**src/rtl/dmem_arbiter_pkg.sv**
```systemverilog
`default_nettype none
// ============================================================================
//  Module   : dmem_arbiter_pkg
//  Purpose  : Shared types for the data-memory arbiter and its load tracker:
//             request bundle, load owner identity and tracker entry states.
//  Revision : 1.0 - initial release
// ============================================================================
package dmem_arbiter_pkg;

  // Which requester issued a load; the value doubles as the port index.
  typedef enum logic {
    OWNER_RETIRE = 1'b0,
    OWNER_DBG    = 1'b1
  } dmem_owner_t;

  // Lifecycle of one load-tracker entry.
  typedef enum logic [1:0] {
    FREE    = 2'd0,
    PENDING = 2'd1,
    DROPPED = 2'd2
  } ld_entry_state_t;

  // One memory request as presented by a requester.
  typedef struct packed {
    logic        rd_en;
    logic [3:0]  wr_en;
    logic [31:0] addr;
    logic [31:0] data;
  } dmem_req_t;

  localparam dmem_req_t C_REQ_IDLE = '0;

  // A request with neither load nor store strobes is a no-op.
  function automatic logic req_is_access(input dmem_req_t r);
    return r.rd_en || (|r.wr_en);
  endfunction

endpackage
`default_nettype wire

```
**src/rtl/dmem_ld_tracker.sv**
```systemverilog
`default_nettype none
// ============================================================================
//  Module   : dmem_ld_tracker
//  Purpose  : Tracks outstanding loads and routes memory responses back to
//             the requester that issued them, oldest matching entry first.
//  Ports    : clk, rst            - clock, asynchronous active-high reset
//             flush               - drops every pending port-0 load
//             alloc/alloc_owner/alloc_idx - new load to record
//             rsp_valid/rsp_idx/rsp_data  - memory response
//             has_free            - a load could be accepted this cycle
//             resp_valid/resp_data - registered response to the requesters
//  Revision : 1.0 - initial release
// ============================================================================
module dmem_ld_tracker
  import dmem_arbiter_pkg::*;
#(
  parameter int  MAX_OUTSTANDING = 4,
  parameter int  AW              = 10,
  parameter bit  STRICT_RESP     = 1'b1
) (
  input  logic              clk,
  input  logic              rst,
  input  logic              flush,
  input  logic              alloc,
  input  dmem_owner_t       alloc_owner,
  input  logic [AW-1:0]     alloc_idx,
  input  logic              rsp_valid,
  input  logic [AW-1:0]     rsp_idx,
  input  logic [31:0]       rsp_data,
  output logic              has_free,
  output logic [1:0]        resp_valid,
  output logic [31:0]       resp_data
);

  localparam int AGE_W = $clog2(2 * MAX_OUTSTANDING);
  localparam int IDX_W = $clog2(MAX_OUTSTANDING);

  ld_entry_state_t   r_state     [MAX_OUTSTANDING];
  ld_entry_state_t   w_state_nxt [MAX_OUTSTANDING];
  dmem_owner_t       r_owner     [MAX_OUTSTANDING];
  logic [AW-1:0]     r_idx       [MAX_OUTSTANDING];
  logic [AGE_W-1:0]  r_age       [MAX_OUTSTANDING];
  logic [AGE_W-1:0]  r_age_ctr;

  logic              w_hit;
  logic [IDX_W-1:0]  w_hit_sel;
  logic              w_deliver;
  logic              w_alloc_ok;
  logic [IDX_W-1:0]  w_alloc_sel;
  logic [1:0]        r_resp_valid;
  logic [31:0]       r_resp_data;

  // Ages wrap modulo 2*MAX_OUTSTANDING; at most MAX_OUTSTANDING are live, so
  // the sign of the modular difference tells which one was allocated first.
  function automatic logic is_older(input logic [AGE_W-1:0] a,
                                    input logic [AGE_W-1:0] b);
    logic [AGE_W-1:0] d;
    d = a - b;
    return d[AGE_W-1];
  endfunction

  // Response match: oldest live entry carrying the returned word index.
  always_comb begin
    w_hit     = 1'b0;
    w_hit_sel = '0;
    for (int i = 0; i < MAX_OUTSTANDING; i++) begin
      if (rsp_valid && (r_state[i] != FREE) && (r_idx[i] == rsp_idx)) begin
        if (!w_hit || is_older(r_age[i], r_age[w_hit_sel])) begin
          w_hit     = 1'b1;
          w_hit_sel = IDX_W'(i);
        end
      end
    end
  end

  // A flush in the same cycle discards a response aimed at port 0.
  assign w_deliver = w_hit && (r_state[w_hit_sel] == PENDING) &&
                     !(flush && (r_owner[w_hit_sel] == OWNER_RETIRE));

  // Lowest free entry, counting the one this cycle's response releases, so a
  // full tracker can accept a load in the same cycle a response returns.
  always_comb begin
    w_alloc_ok  = 1'b0;
    w_alloc_sel = '0;
    for (int i = MAX_OUTSTANDING - 1; i >= 0; i--) begin
      if ((r_state[i] == FREE) || (w_hit && (w_hit_sel == IDX_W'(i)))) begin
        w_alloc_ok  = 1'b1;
        w_alloc_sel = IDX_W'(i);
      end
    end
  end

  assign has_free = w_alloc_ok;

  // Entry next-state: release, then drop on flush, then allocate.
  always_comb begin
    for (int i = 0; i < MAX_OUTSTANDING; i++) begin
      w_state_nxt[i] = r_state[i];
      if (w_hit && (w_hit_sel == IDX_W'(i))) begin
        w_state_nxt[i] = FREE;
      end else if (flush && (r_state[i] == PENDING) &&
                   (r_owner[i] == OWNER_RETIRE)) begin
        w_state_nxt[i] = DROPPED;
      end
      if (alloc && w_alloc_ok && (w_alloc_sel == IDX_W'(i))) begin
        w_state_nxt[i] = PENDING;
      end
    end
  end

  always_ff @(posedge clk or posedge rst) begin
    if (rst) begin
      for (int i = 0; i < MAX_OUTSTANDING; i++) begin
        r_state[i] <= FREE;
        r_owner[i] <= OWNER_RETIRE;
        r_idx[i]   <= '0;
        r_age[i]   <= '0;
      end
      r_age_ctr    <= '0;
      r_resp_valid <= '0;
      r_resp_data  <= '0;
    end else begin
      for (int i = 0; i < MAX_OUTSTANDING; i++) begin
        r_state[i] <= w_state_nxt[i];
      end
      if (alloc && w_alloc_ok) begin
        r_owner[w_alloc_sel] <= alloc_owner;
        r_idx[w_alloc_sel]   <= alloc_idx;
        r_age[w_alloc_sel]   <= r_age_ctr;
        r_age_ctr            <= r_age_ctr + 1'b1;
      end
      r_resp_valid <= '0;
      if (w_deliver) begin
        r_resp_valid <= (r_owner[w_hit_sel] == OWNER_DBG) ? 2'b10 : 2'b01;
        r_resp_data  <= rsp_data;
      end
    end
  end

  // A response that matches nothing is ignored; flag it in simulation.
  always_ff @(posedge clk) begin
    if (STRICT_RESP && !rst) begin
      assert (!(rsp_valid && !w_hit))
        else $error("dmem_ld_tracker: response idx 0x%0h matches no entry", rsp_idx);
    end
  end

  assign resp_valid = r_resp_valid;
  assign resp_data  = r_resp_data;

endmodule
`default_nettype wire

```
**src/rtl/dmem_arbiter.sv**
```systemverilog
`default_nettype none
// ============================================================================
//  Module   : dmem_arbiter
//  Purpose  : Round-robin sharing of the data-memory port between the retire
//             path (port 0) and the debug/DMA path (port 1), with load
//             tracking and flush cancellation of port-0 loads.
//  Ports    : clk, rst              - clock, asynchronous active-high reset
//             flush                 - mispredict; cancels port-0 traffic
//             req_*                 - per-port request, req_ready = grant
//             resp_valid/resp_data  - registered load return
//             dmem_*                - registered strobe to memory / response
//  Revision : 1.0 - initial release
// ============================================================================
module dmem_arbiter
  import dmem_arbiter_pkg::*;
#(
  parameter int MAX_OUTSTANDING = 4,
  parameter int MEM_DEPTH       = 1024,
  parameter int AW              = $clog2(MEM_DEPTH),
  parameter bit STRICT_RESP     = 1'b1
) (
  input  logic             clk,
  input  logic             rst,
  input  logic             flush,
  input  logic [1:0]       req_valid,
  output logic [1:0]       req_ready,
  input  logic [1:0][3:0]  req_wr_en,
  input  logic [1:0]       req_rd_en,
  input  logic [1:0][31:0] req_addr,
  input  logic [1:0][31:0] req_data,
  output logic [1:0]       resp_valid,
  output logic [31:0]      resp_data,
  output logic [3:0]       dmem_wr_en,
  output logic             dmem_rd_en,
  output logic [31:0]      dmem_addr,
  output logic [31:0]      dmem_data_out,
  input  logic             dmem_valid_in,
  input  logic [AW-1:0]    dmem_valid_addr_in,
  input  logic [31:0]      dmem_data_in
);

  logic       r_prio;      // port favoured when both are eligible
  dmem_req_t  r_issue;
  logic [1:0] w_elig;
  logic [1:0] w_grant;
  logic       w_gport;
  dmem_req_t  w_sel;
  dmem_req_t  w_issue;
  logic       w_alloc;
  logic       w_has_free;

  always_comb begin
    for (int p = 0; p < 2; p++) begin
      w_elig[p] = req_valid[p] && (!req_rd_en[p] || w_has_free);
    end
    if (flush) begin
      w_elig[0] = 1'b0;
    end

    w_grant = w_elig;
    if (&w_elig) begin
      w_grant = r_prio ? 2'b10 : 2'b01;
    end
    w_gport = w_grant[1];

    w_sel.rd_en = req_rd_en[w_gport];
    w_sel.wr_en = req_wr_en[w_gport];
    w_sel.addr  = req_addr[w_gport];
    w_sel.data  = req_data[w_gport];

    // No-op grants are accepted but put nothing on the memory port; loads
    // carry no write data.
    w_issue = C_REQ_IDLE;
    if ((|w_grant) && req_is_access(w_sel)) begin
      w_issue = w_sel;
      if (~|w_sel.wr_en) begin
        w_issue.data = '0;
      end
    end

    w_alloc = (|w_grant) && w_sel.rd_en;
  end

  always_ff @(posedge clk or posedge rst) begin
    if (rst) begin
      r_prio  <= 1'b0;
      r_issue <= C_REQ_IDLE;
    end else begin
      if (|w_grant) begin
        r_prio <= ~w_gport;
      end
      r_issue <= w_issue;
    end
  end

  dmem_ld_tracker #(
    .MAX_OUTSTANDING (MAX_OUTSTANDING),
    .AW              (AW),
    .STRICT_RESP     (STRICT_RESP)
  ) u_trk (
    .clk         (clk),
    .rst         (rst),
    .flush       (flush),
    .alloc       (w_alloc),
    .alloc_owner (dmem_owner_t'(w_gport)),
    .alloc_idx   (w_sel.addr[AW+1:2]),
    .rsp_valid   (dmem_valid_in),
    .rsp_idx     (dmem_valid_addr_in),
    .rsp_data    (dmem_data_in),
    .has_free    (w_has_free),
    .resp_valid  (resp_valid),
    .resp_data   (resp_data)
  );

  assign req_ready     = w_grant;
  assign dmem_rd_en    = r_issue.rd_en;
  assign dmem_wr_en    = r_issue.wr_en;
  assign dmem_addr     = r_issue.addr;
  assign dmem_data_out = r_issue.data;

endmodule
`default_nettype wire

```
**config.mk**
```make
export PLATFORM = sky130hd
export DESIGN_NAME = dmem_arbiter
export DESIGN_NICKNAME = d
export VERILOG_FILES = /design/src/rtl/dmem_arbiter_pkg.sv /design/src/rtl/dmem_ld_tracker.sv /design/src/rtl/dmem_arbiter.sv
export SDC_FILE = /design/constraint.sdc
export NUM_CORES = 1
export LEC_CHECK = 0
export BUFFER_PORTS_ARGS = -buffer_cell sky130_fd_sc_hd__buf_2
export CAP_MARGIN = 20
export CORE_MARGIN = 3
export CORE_UTILIZATION = 45
export CTS_CLUSTER_SIZE = 24
export DETAILED_ROUTE_END_ITERATION = 10
export GPL_ROUTABILITY_DRIVEN = 0
export PLACE_DENSITY = 0.84
export SLEW_MARGIN = 20
export SYNTH_ARGS = -nofsm -noshare
export SYNTH_HDL_FRONTEND = slang
export SYNTH_SLANG_ARGS = --single-unit
```
**constraint.sdc**
```tcl
create_clock -name clk -period 6.5 [get_ports clk]
set_input_delay 0 -clock clk [delete_from_list [all_inputs] [get_ports clk]]
set_output_delay 0 -clock clk [all_outputs]
set_load 0.01 [all_outputs]
```
# Yosys cells after proc, flatten, opt, wreduce, memory -nomap -nowiden
# Cells that the tools add are included.
[totals]
reg_bits = 171
output_inout_bits = 105
elab_cells = 194
[classes]
addsub = 4
magnitude_cmp = 6
eq_ne = 15
n_mux = 69
n_bitwise = 10
n_reduce_logical = 66
[op_table]
columns = ["op", "count"]
rows = [
  ["two-way mux 32 bit", 5],
  ["two-way mux 69 bit", 1],
  ["two-way mux 2 bit", 27],
  ["bitwise mux 40 bit", 1],
  ["equality test 10 bit", 4],
  ["logical AND 1 bit", 33],
  ["demux 10 bit (select 2 bit)", 1],
  ["two-way mux 1 bit", 18],
  ["two-way mux 3 bit", 5],
  ["equality test 2 x 1 -> 1 bit, second input constant", 7],
  ["binary-select mux 3 bit (select 2 bit)", 2],
  ["bitwise mux 12 bit", 1],
  [">= comparator 3 bit, second input constant", 4],
  ["logical NOT 2 bit", 6],
  ["inverter 2 -> 3 bit", 4],
  ["nonzero test 3 bit", 4],
  ["logical OR 1 bit", 10],
  ["two-way mux 10 bit", 1],
  ["subtractor 3 bit", 3],
  ["equality test 2 bit, second input constant", 4],
  ["two-way mux 4 bit", 2],
  ["nonzero test 2 bit", 4],
  ["demux 3 bit (select 2 bit)", 1],
  ["logical NOT 1 bit", 6],
  ["11 further kinds", 16],
]

# Logic depth before layout (Yosys ltp)
# Gate-level depths: netlist of the first run.
[logic_depth]
depth_word = 42
ltp_mapped = 26
ltp_nobuf = 24

# Modules after synthesis
# A second synthesis of the first run with hierarchy kept.
[hier_totals]
hier_cells = 743
area_unflattened_um2 = 8016.4
[modules_own_cells]
columns = ["module", "instances", "cells_per_inst", "area_per_inst_um2", "seq_area_each_um2"]
rows = [
  ["dmem_ld_tracker", 1, 417, 5112.4, 2527.4],
  ["dmem_arbiter", 1, 326, 2904.0, 1751.7],
]

# Worst setup path after synthesis of the first run
# OpenSTA, ideal clock, no wires.
[synth_timing]
path_kind = "register -> register"
startpoint = "register u_trk.r_idx[31] in the netlist's numbering"
endpoint = "register u_trk.r_resp_data[0] (netlist: u_trk.resp_data[0])"
setup_ns = 0.125
arrival_ns = 5.953
slack_ns = 0.422
stages_incl_launch_ff = 24
path_cell_list = "dfrtp_1 > xor2_1 > or4b_4 > or4_4 > o21ai_2 > buf_4 > mux2i_1 > ha_1 > nor2_1 > and2_1 > a211o_2 > or3_4 > and2_2 > a21o_2 > nand2_1 > o21ai_0 > ha_1 > o21ai_0 > and3b_4 > a2111o_1 > mux2_4 > a221oi_4 > buf_6 > mux2_4"
[synth_via]
elab_chain_cells = 31
[synth_lines]
columns = ["item", "line", "rtl"]
rows = [
  ["from (decl)", "dmem_ld_tracker.sv:41", "logic [AW-1:0] r_idx [MAX_OUTSTANDING];"],
  ["from (signal, indexed assignment)", "dmem_ld_tracker.sv:128", "r_idx[w_alloc_sel] <= alloc_idx;"],
  ["equality test 10 bit *", "dmem_ld_tracker.sv:67", "if (rsp_valid && (r_state[i] != FREE) && (r_idx[i] == rsp_idx)) begin"],
  ["logical AND 1 bit *", "dmem_ld_tracker.sv:67", ""],
  ["two-way mux 1 bit *", "dmem_ld_tracker.sv:67", ""],
  ["branches (longest 27 deep; another with subtractor 3 bit)", "--", ""],
  ["logical AND 1 bit *", "dmem_ld_tracker.sv:77", "assign w_deliver = w_hit && (r_state[w_hit_sel] == PENDING) &&"],
  ["to (signal assigned)", "dmem_ld_tracker.sv:135", "r_resp_data <= rsp_data;"],
  ["to (decl)", "dmem_ld_tracker.sv:51", "logic [31:0] r_resp_data;"],
]
# Every way passes the cells marked *. The select of a mux whose other input is x is not followed.
# A chain may end at the register's enable or synchronous reset.

# Worst setup path after layout of the first run
[layout_timing]
startpoint = "register u_trk.r_idx[38] in the netlist's numbering"
endpoint = "register u_trk.r_resp_data[21] (netlist: u_trk.resp_data[21])"
# The elaborated chain is that of the path after synthesis.

==> impl_metrics.json, run 1 <==
{
  "syn_area_per_cell_sq_um": 10.9,
  "area_growth_pct": 49.1,
  "die_x_microns": 141,
  "status": "complete, no violations",
  "crit_slowest_cell": "or4_4",
  "initialDrtViolationCount": 659,
  "finalCriticalPeriod_ns": 6.35,
  "cpMostUsedCell": "or4_4",
  "synthFlopType": "dfrtp_1",
  "finalCritPeriodShare": 0.976,
  "final_common_cell": "buf_2",
  "max_freq_mhz": 158,
  "rows": 48,
  "leakage_nw": 6.24,
  "synth_edf_count": 0,
  "worstSetupEndpointType": "flip-flop",
  "yosysUniqueCellTypes": 65,
  "whs_path_depth": 4,
  "crit_type": "flip-flop to flip-flop",
  "hold_violations": 0,
  "initial_core_util": 0.466,
  "route.detailed.drc": 0,
  "grt_antenna_before_repair": 3,
  "clk-insertion-delay-late_ns": 0.43,
  "hpwl_microns": 17000,
  "dp_slack_ns": 0.0889,
  "grt_pass1_vias": 8346,
  "grt_max_degree": 91,
  "worst-path-stages": 23,
  "route.vias.total": 7915,
  "vdd_ir_drop_max_mv": 0.226,
  "slew_violations": 0,
  "gr-total-overflow": 0,
  "setup_viol": 0,
  "core_region_area_sq_um": 17500,
  "setup.worst_path.start_class": "flip-flop",
  "die-height_microns": 141,
  "routed_wl_microns": 28400,
  "io_pins": 291,
  "synth_warnings": 0,
  "post-route-util": 0.694,
  "grt.total_usage": 0.275,
  "required_ns": 6.80,
  "finalClockSkew_ns": 0.0187,
  "htreeDepth": 4,
  "vias_per_cell": 5.46,
  "cts.sinks": 171,
  "crit_family": "simple AND/OR/NAND/NOR gates",
  "layout-drive-gt1-share": 0.384,
  "setup_ws_ns": 0.154,
  "reg2reg_depth": 23,
  "clockBufferDepth": 2,
  "cts_tree": "yes",
  "nets": 1399,
  "cpPeakStageDelay_ns": 0.53,
  "num-fill-cells": 1134,
  "dieArea_sq_um": 19800,
  "ys_seq_area_frac": 0.524,
  "p_per_area_nw_per_um2": 369,
  "layout_common_cells": "buf_2 (290), dfrtp_1 (171), nand2_1 (162), dlygate4sd3_1 (160), a21oi_1 (69)",
  "ys_seq_elements": 171,
  "cts-root-buf": "clkbuf_16",
  "netlist_area_sq_um": 8170,
  "grt_pass1_wl_microns": 43400,
  "firstDrtPassIters": 6,
  "setup-tns-final_ns": 0,
  "tightest_slew_ns": 1.03,
  "port_buffers": 290,
  "wl_per_cell_microns": 19.6,
  "worstPathArrival_ns": 6.65,
  "cap_violations": 0,
  "path_buf_inv": 2,
  "path_max_fanout": 8,
  "async_flop_share": 1.00,
  "crit_chain": "xor2_1, or4_4, or4_4, o21ai_4, mux2i_2, ha_2, nor2_1, and2_1, a211o_2, or3_4, and2_4, a21o_2, nand2_1, o21ai_1, ha_1, a21oi_2, mux2i_4, a2111o_1, mux2_4, a221oi_4, buf_6, buf_12, mux2_2",
  "syn_nets": 941,
  "slew_headroom": 0.309,
  "hold_class": "input port to flip-flop",
  "clkSlewWorstSetupHoldPaths_ns": 0.08,
  "cts_buffers": 17,
  "netlist_instances": 751,
  "ant_nets": 0
}
[state kept, by name, indices dropped and copies added, names as in the netlist]
name	cells
u_trk.r_idx	40
dmem_addr	32
dmem_data_out	32
u_trk.resp_data	32
u_trk.r_age	12
u_trk.r_state	8
dmem_wr_en	4
u_trk.r_owner	4
u_trk.r_age_ctr	3
u_trk.resp_valid	2
dmem_rd_en	1
r_prio	1
[cell families (layout without fill, tap and decap cells)]
| group | Yosys count | in the layout | share of synthesized area |
|---|---|---|---|
| and+or+nand+nor | 253 | 253 | 0.145 |
| DFF | 171 | 171 | 0.524 |
| AOI/OAI and AO/OA | 137 | 137 | 0.106 |
| muxes | 96 | 96 | 0.145 |
| xor gates and xnor gates | 45 | 45 | 0.0483 |
| buffers and inverters | 45 | 516 | 0.0262 |
| adders and majority gates | 4 | 4 | 0.00613 |
| other | 0 | 3 | 0 |
[power breakdown]
group          internal, W  switching, W  total, W
combinational     0.000859       0.00101   0.00186
sequential         0.00141      0.000234   0.00165
clock             0.000510      0.000476  0.000986
[synthesized netlist by cell type (3+ instances only)]
| library cell | n | share of area |
|---|---|---|
| nor2_1 | 19 | 0.0087 |
| mux2i_1 | 9 | 0.011 |
| nand2_1 | 162 | 0.074 |
| buf_6 | 4 | 0.0055 |
| ha_1 | 4 | 0.0061 |
| nand2b_1 | 3 | 0.0023 |
| xor2_1 | 35 | 0.038 |
| buf_4 | 3 | 0.0028 |
| dfrtp_1 | 171 | 0.52 |
| clkbuf_1 | 22 | 0.010 |
| a31oi_1 | 6 | 0.0046 |
| o21ai_0 | 19 | 0.012 |
| buf_2 | 3 | 0.0018 |
| inv_1 | 12 | 0.0055 |
| or4_1 | 3 | 0.0028 |
| a21oi_1 | 70 | 0.043 |
| nand3_1 | 7 | 0.0043 |
| mux2_4 | 31 | 0.057 |
| a21o_1 | 3 | 0.0028 |
| o21bai_1 | 3 | 0.0028 |
| o21a_1 | 5 | 0.0046 |
| nor2b_1 | 13 | 0.010 |
| nor3b_1 | 3 | 0.0028 |
| nor3_1 | 6 | 0.0037 |
| nor4_1 | 12 | 0.0092 |
| mux2_2 | 56 | 0.077 |
| or2_2 | 5 | 0.0038 |
| o211ai_1 | 4 | 0.0037 |
| xnor2_1 | 10 | 0.011 |
[worst min-delay path, cell delays in order]
cell     delay (ns)
buf_2          0.08
nand2_1        0.04
nand2_1        0.14
nor2b_1        0.15
[repair_timing]
action,4_1_cts,5_1_grt
hold buffers,160,0
endpoints found under the setup margin,0,47
endpoints found under the hold margin,192,0
setup buffers,0,5
gates resized for setup,0,15
[through the flow]
step | instances | hold slack, ns | total power [W] | area (sq um)
after floorplan | 751 | 0.131 | 0.00263 | 8170
after global placement | 1247 | 0.211 | 0.00309 | 9860
after detailed placement | 1247 | 0.226 | 0.00316 | 9860
after CTS | 1439 | 0.0124 | 0.00438 | 12000
after global routing | 1450 | 0.0463 | 0.00473 | 12200
final | 1450 | 0.0199 | 0.00450 | 12200
[final cells by class]
type	instances	area, sq um	share of cell area
Antenna cell	3	7.51	0.000616
Clock buffer	19	433	0.0355
Clock inverter	13	125	0.0103
Inverter	12	50.0	0.00411
Multi-Input combinational cell	535	3730	0.306
Sequential cell	171	4280	0.351
Tap cell	225	282	0.0231
Timing Repair Buffer	472	3280	0.269
[final timing paths]
path	from	endpoint	slack (ns)
worst min register to register	u_trk.resp_data[12]$_DFFE_PP0P_	u_trk.resp_data[12]$_DFFE_PP0P_	0.51
worst max register to register	u_trk.r_idx[38]$_DFFE_PP0P_	u_trk.resp_data[21]$_DFFE_PP0P_	0.15
max in group asynchronous	rst	u_trk.r_idx[23]$_DFFE_PP0P_	5.03
min in group asynchronous	rst	u_trk.resp_data[15]$_DFFE_PP0P_	0.28
worst min-delay path	req_addr[39]	dmem_addr[7]$_DFF_PP0_	0.02
worst max-delay path	u_trk.r_idx[38]$_DFFE_PP0P_	u_trk.resp_data[21]$_DFFE_PP0P_	0.15
[per-layer routing]
layer	vias to the layer above	global-route usage	part of all wire	wire, microns
met2	483	0.472	0.51	14400
met5	-	0	0	0
met3	105	0.0651	0.079	2240
met4	0	0.137	0.045	1260
li1	3510	-	-	-
met1	3817	0.324	0.37	10500
Power figures use the tool's default switching activity.
==> run 2: changes to the inputs <==
- PLACE_DENSITY: 0.84 -> 0.76
==> run 2 against run 1 <==
  * Clock skew is 0.0055 ns higher
  * First-iteration DRC count is 27% lower
  * Via count is 1.8% higher
  * Cell area is 0.32% higher
  * Register-to-register slack worse by 0.08 ns
  * Worst setup slack worse by 0.085 ns
  * Clock-buffer cell count stayed put
  * Power is 2.4% higher
  * Fmax is 1.3% lower
  * Sequential cell count stayed put
  * Clock power is 9.5% higher
  * Global-route usage is 1.1 points higher
==> impl_metrics.json, run 2 (synthesized netlist as in run 1, its figures left out) <==
{
  "dp_slack_ns": 0.0920,
  "max_freq_mhz": 155,
  "largest_register": "u_trk.r_idx",
  "num-fill-cells": 1189,
  "setup_ws_ns": 0.0688,
  "routed_wl_microns": 29400,
  "slew_headroom": 0.334,
  "clkSlewWorstSetupHoldPaths_ns": 0.07,
  "initial_core_util": 0.466,
  "initialDrtViolationCount": 481,
  "grt_pass1_wl_microns": 44700,
  "grt.total_usage": 0.287,
  "status": "complete, no violations",
  "gr-usage-met1": 0.327,
  "required_ns": 6.80,
  "layout-drive-gt1-share": 0.384,
  "grt_antenna_before_repair": 3,
  "hold_violations": 0,
  "clockBufferDepth": 2,
  "largest_reg_flops": 40,
  "hold_start": "req_addr[34]",
  "hpwl_microns": 17400,
  "grt_pass1_vias": 8477,
  "cts_tree": "yes",
  "nets": 1397,
  "layout_common_cells": "buf_2 (290), dfrtp_1 (171), nand2_1 (162), dlygate4sd3_1 (159), a21oi_1 (69)",
  "core_region_area_sq_um": 17500,
  "grt_max_degree": 101,
  "leakage_nw": 6.26,
  "r2r_start": "u_trk.r_idx[34]$_DFFE_PP0P_",
  "worstPathArrival_ns": 6.74,
  "post-route-util": 0.697,
  "area_growth_pct": 49.6,
  "io_pins": 291,
  "hold_class": "input port to flip-flop",
  "busiest_layer": "met2",
  "die_x_microns": 141,
  "globalRouteMet2Util": 0.493,
  "path_max_fanout": 8,
  "finalCritPeriodShare": 0.989,
  "worstSetupEndpointType": "flip-flop",
  "crit_type": "flip-flop to flip-flop",
  "dieArea_sq_um": 19800,
  "finalCriticalPeriod_ns": 6.43,
  "wl_per_cell_microns": 20.3,
  "tightest_slew_ns": 0.997,
  "clk-insertion-delay-late_ns": 0.44,
  "route.vias.total": 8054,
  "met3_usage": 0.0723,
  "rows": 48,
  "port_buffers": 290,
  "startpoint": "u_trk.r_idx[34]$_DFFE_PP0P_",
  "final_common_cell": "buf_2",
  "p_per_area_nw_per_um2": 377,
  "cap_violations": 0,
  "slew_violations": 0,
  "ant_nets": 0,
  "route.detailed.drc": 0,
  "firstDrtPassIters": 5,
  "vdd_ir_drop_max_mv": 0.227,
  "cts.sinks": 171,
  "vias_per_cell": 5.56,
  "die-height_microns": 141,
  "finalClockSkew_ns": 0.0241,
  "cts-root-buf": "clkbuf_16",
  "holdWs_ns": 0.0446,
  "setup_viol": 0,
  "setup.worst_path.start_class": "flip-flop",
  "cts_buffers": 17,
  "htreeDepth": 4,
  "gr-total-overflow": 0
}
-- run 2: cell count changes in the layout (fill, tap and decap cells not counted), moves of 2 or more --
cell,before,now
inv_8,5,2
bufinv_16,0,3
buf_6,3,1
clkinvlp_4,1,3
clkinv_2,2,0
-- run 2: worst paths after layout --
path                                              endpoint  slack [ns]  cells past startpoint
setup reg to reg           u_trk.resp_data[31]$_DFFE_PP0P_        0.07                     24
max in group asynchronous       dmem_data_out[7]$_DFF_PP0_        4.68                      4
min in group asynchronous  u_trk.resp_data[17]$_DFFE_PP0P_        0.33                      3
hold / removal                 u_trk.r_idx[10]$_DFFE_PP0P_        0.04                      4
setup / recovery           u_trk.resp_data[31]$_DFFE_PP0P_        0.07                     24
hold reg to reg            u_trk.resp_data[12]$_DFFE_PP0P_        0.51                      1
-- run 2: critical path, stage by stage, from the launching register on --
cell and delay, ns:
dfrtp_1 0.40, xor2_1 0.20, or4_4 0.50, or4_4 0.53, o21ai_4 0.19, mux2i_2 0.27
ha_2 0.22, nor2_1 0.05, and2_1 0.17, a211o_2 0.32, or3_4 0.35, and2_4 0.18
a21o_2 0.21, nand2_1 0.06, o21ai_1 0.07, ha_1 0.36, a21oi_2 0.21, mux2i_2 0.11
buf_4 0.15, a2111o_1 0.43, mux2_4 0.34, a221oi_4 0.35, buf_6 0.17, clkbuf_16 0.16
mux2_4 0.30
-- run 2: metal layers --
metal	up-vias	wire length, microns
met1	3913	10600
met2	499	14800
met3	130	2420
met5	-	0
met4	0	1580
li1	3512	-
-- run 2: final cells by class --
cell class	instances	area, sq um	area share
flip-flops and latches	171	4280	0.350
multi-input cells	535	3720	0.305
repair buffers	470	3250	0.266
clock buffers	19	443	0.0363
well taps	225	282	0.0230
clock inverters	13	179	0.0146
inverters	12	50.0	0.00410
diodes	3	7.51	0.000614
-- run 2: where the power goes --
part           switching (W)  internal, W
registers           0.000228      0.00141
logic                0.00102     0.000860
clock network       0.000456     0.000627
total                0.00171      0.00290
-- run 2: metrics by stage --
stage	setup TNS, ns	instance area, sq um	cells	power, W
floorplan	0	8170	751	0.00263
global placement	0	9870	1247	0.00312
detailed placement	0	9870	1247	0.00318
CTS	0	12100	1438	0.00448
global route	-1.90	12200	1448	0.00484
finish	0	12200	1448	0.00461
-- run 2: what timing repair did --
item,in CTS,in global routing
gates resized for setup,0,15
endpoints found under the setup margin,0,68
hold buffers,159,0
endpoints found under the hold margin,200,0
setup buffers,0,5
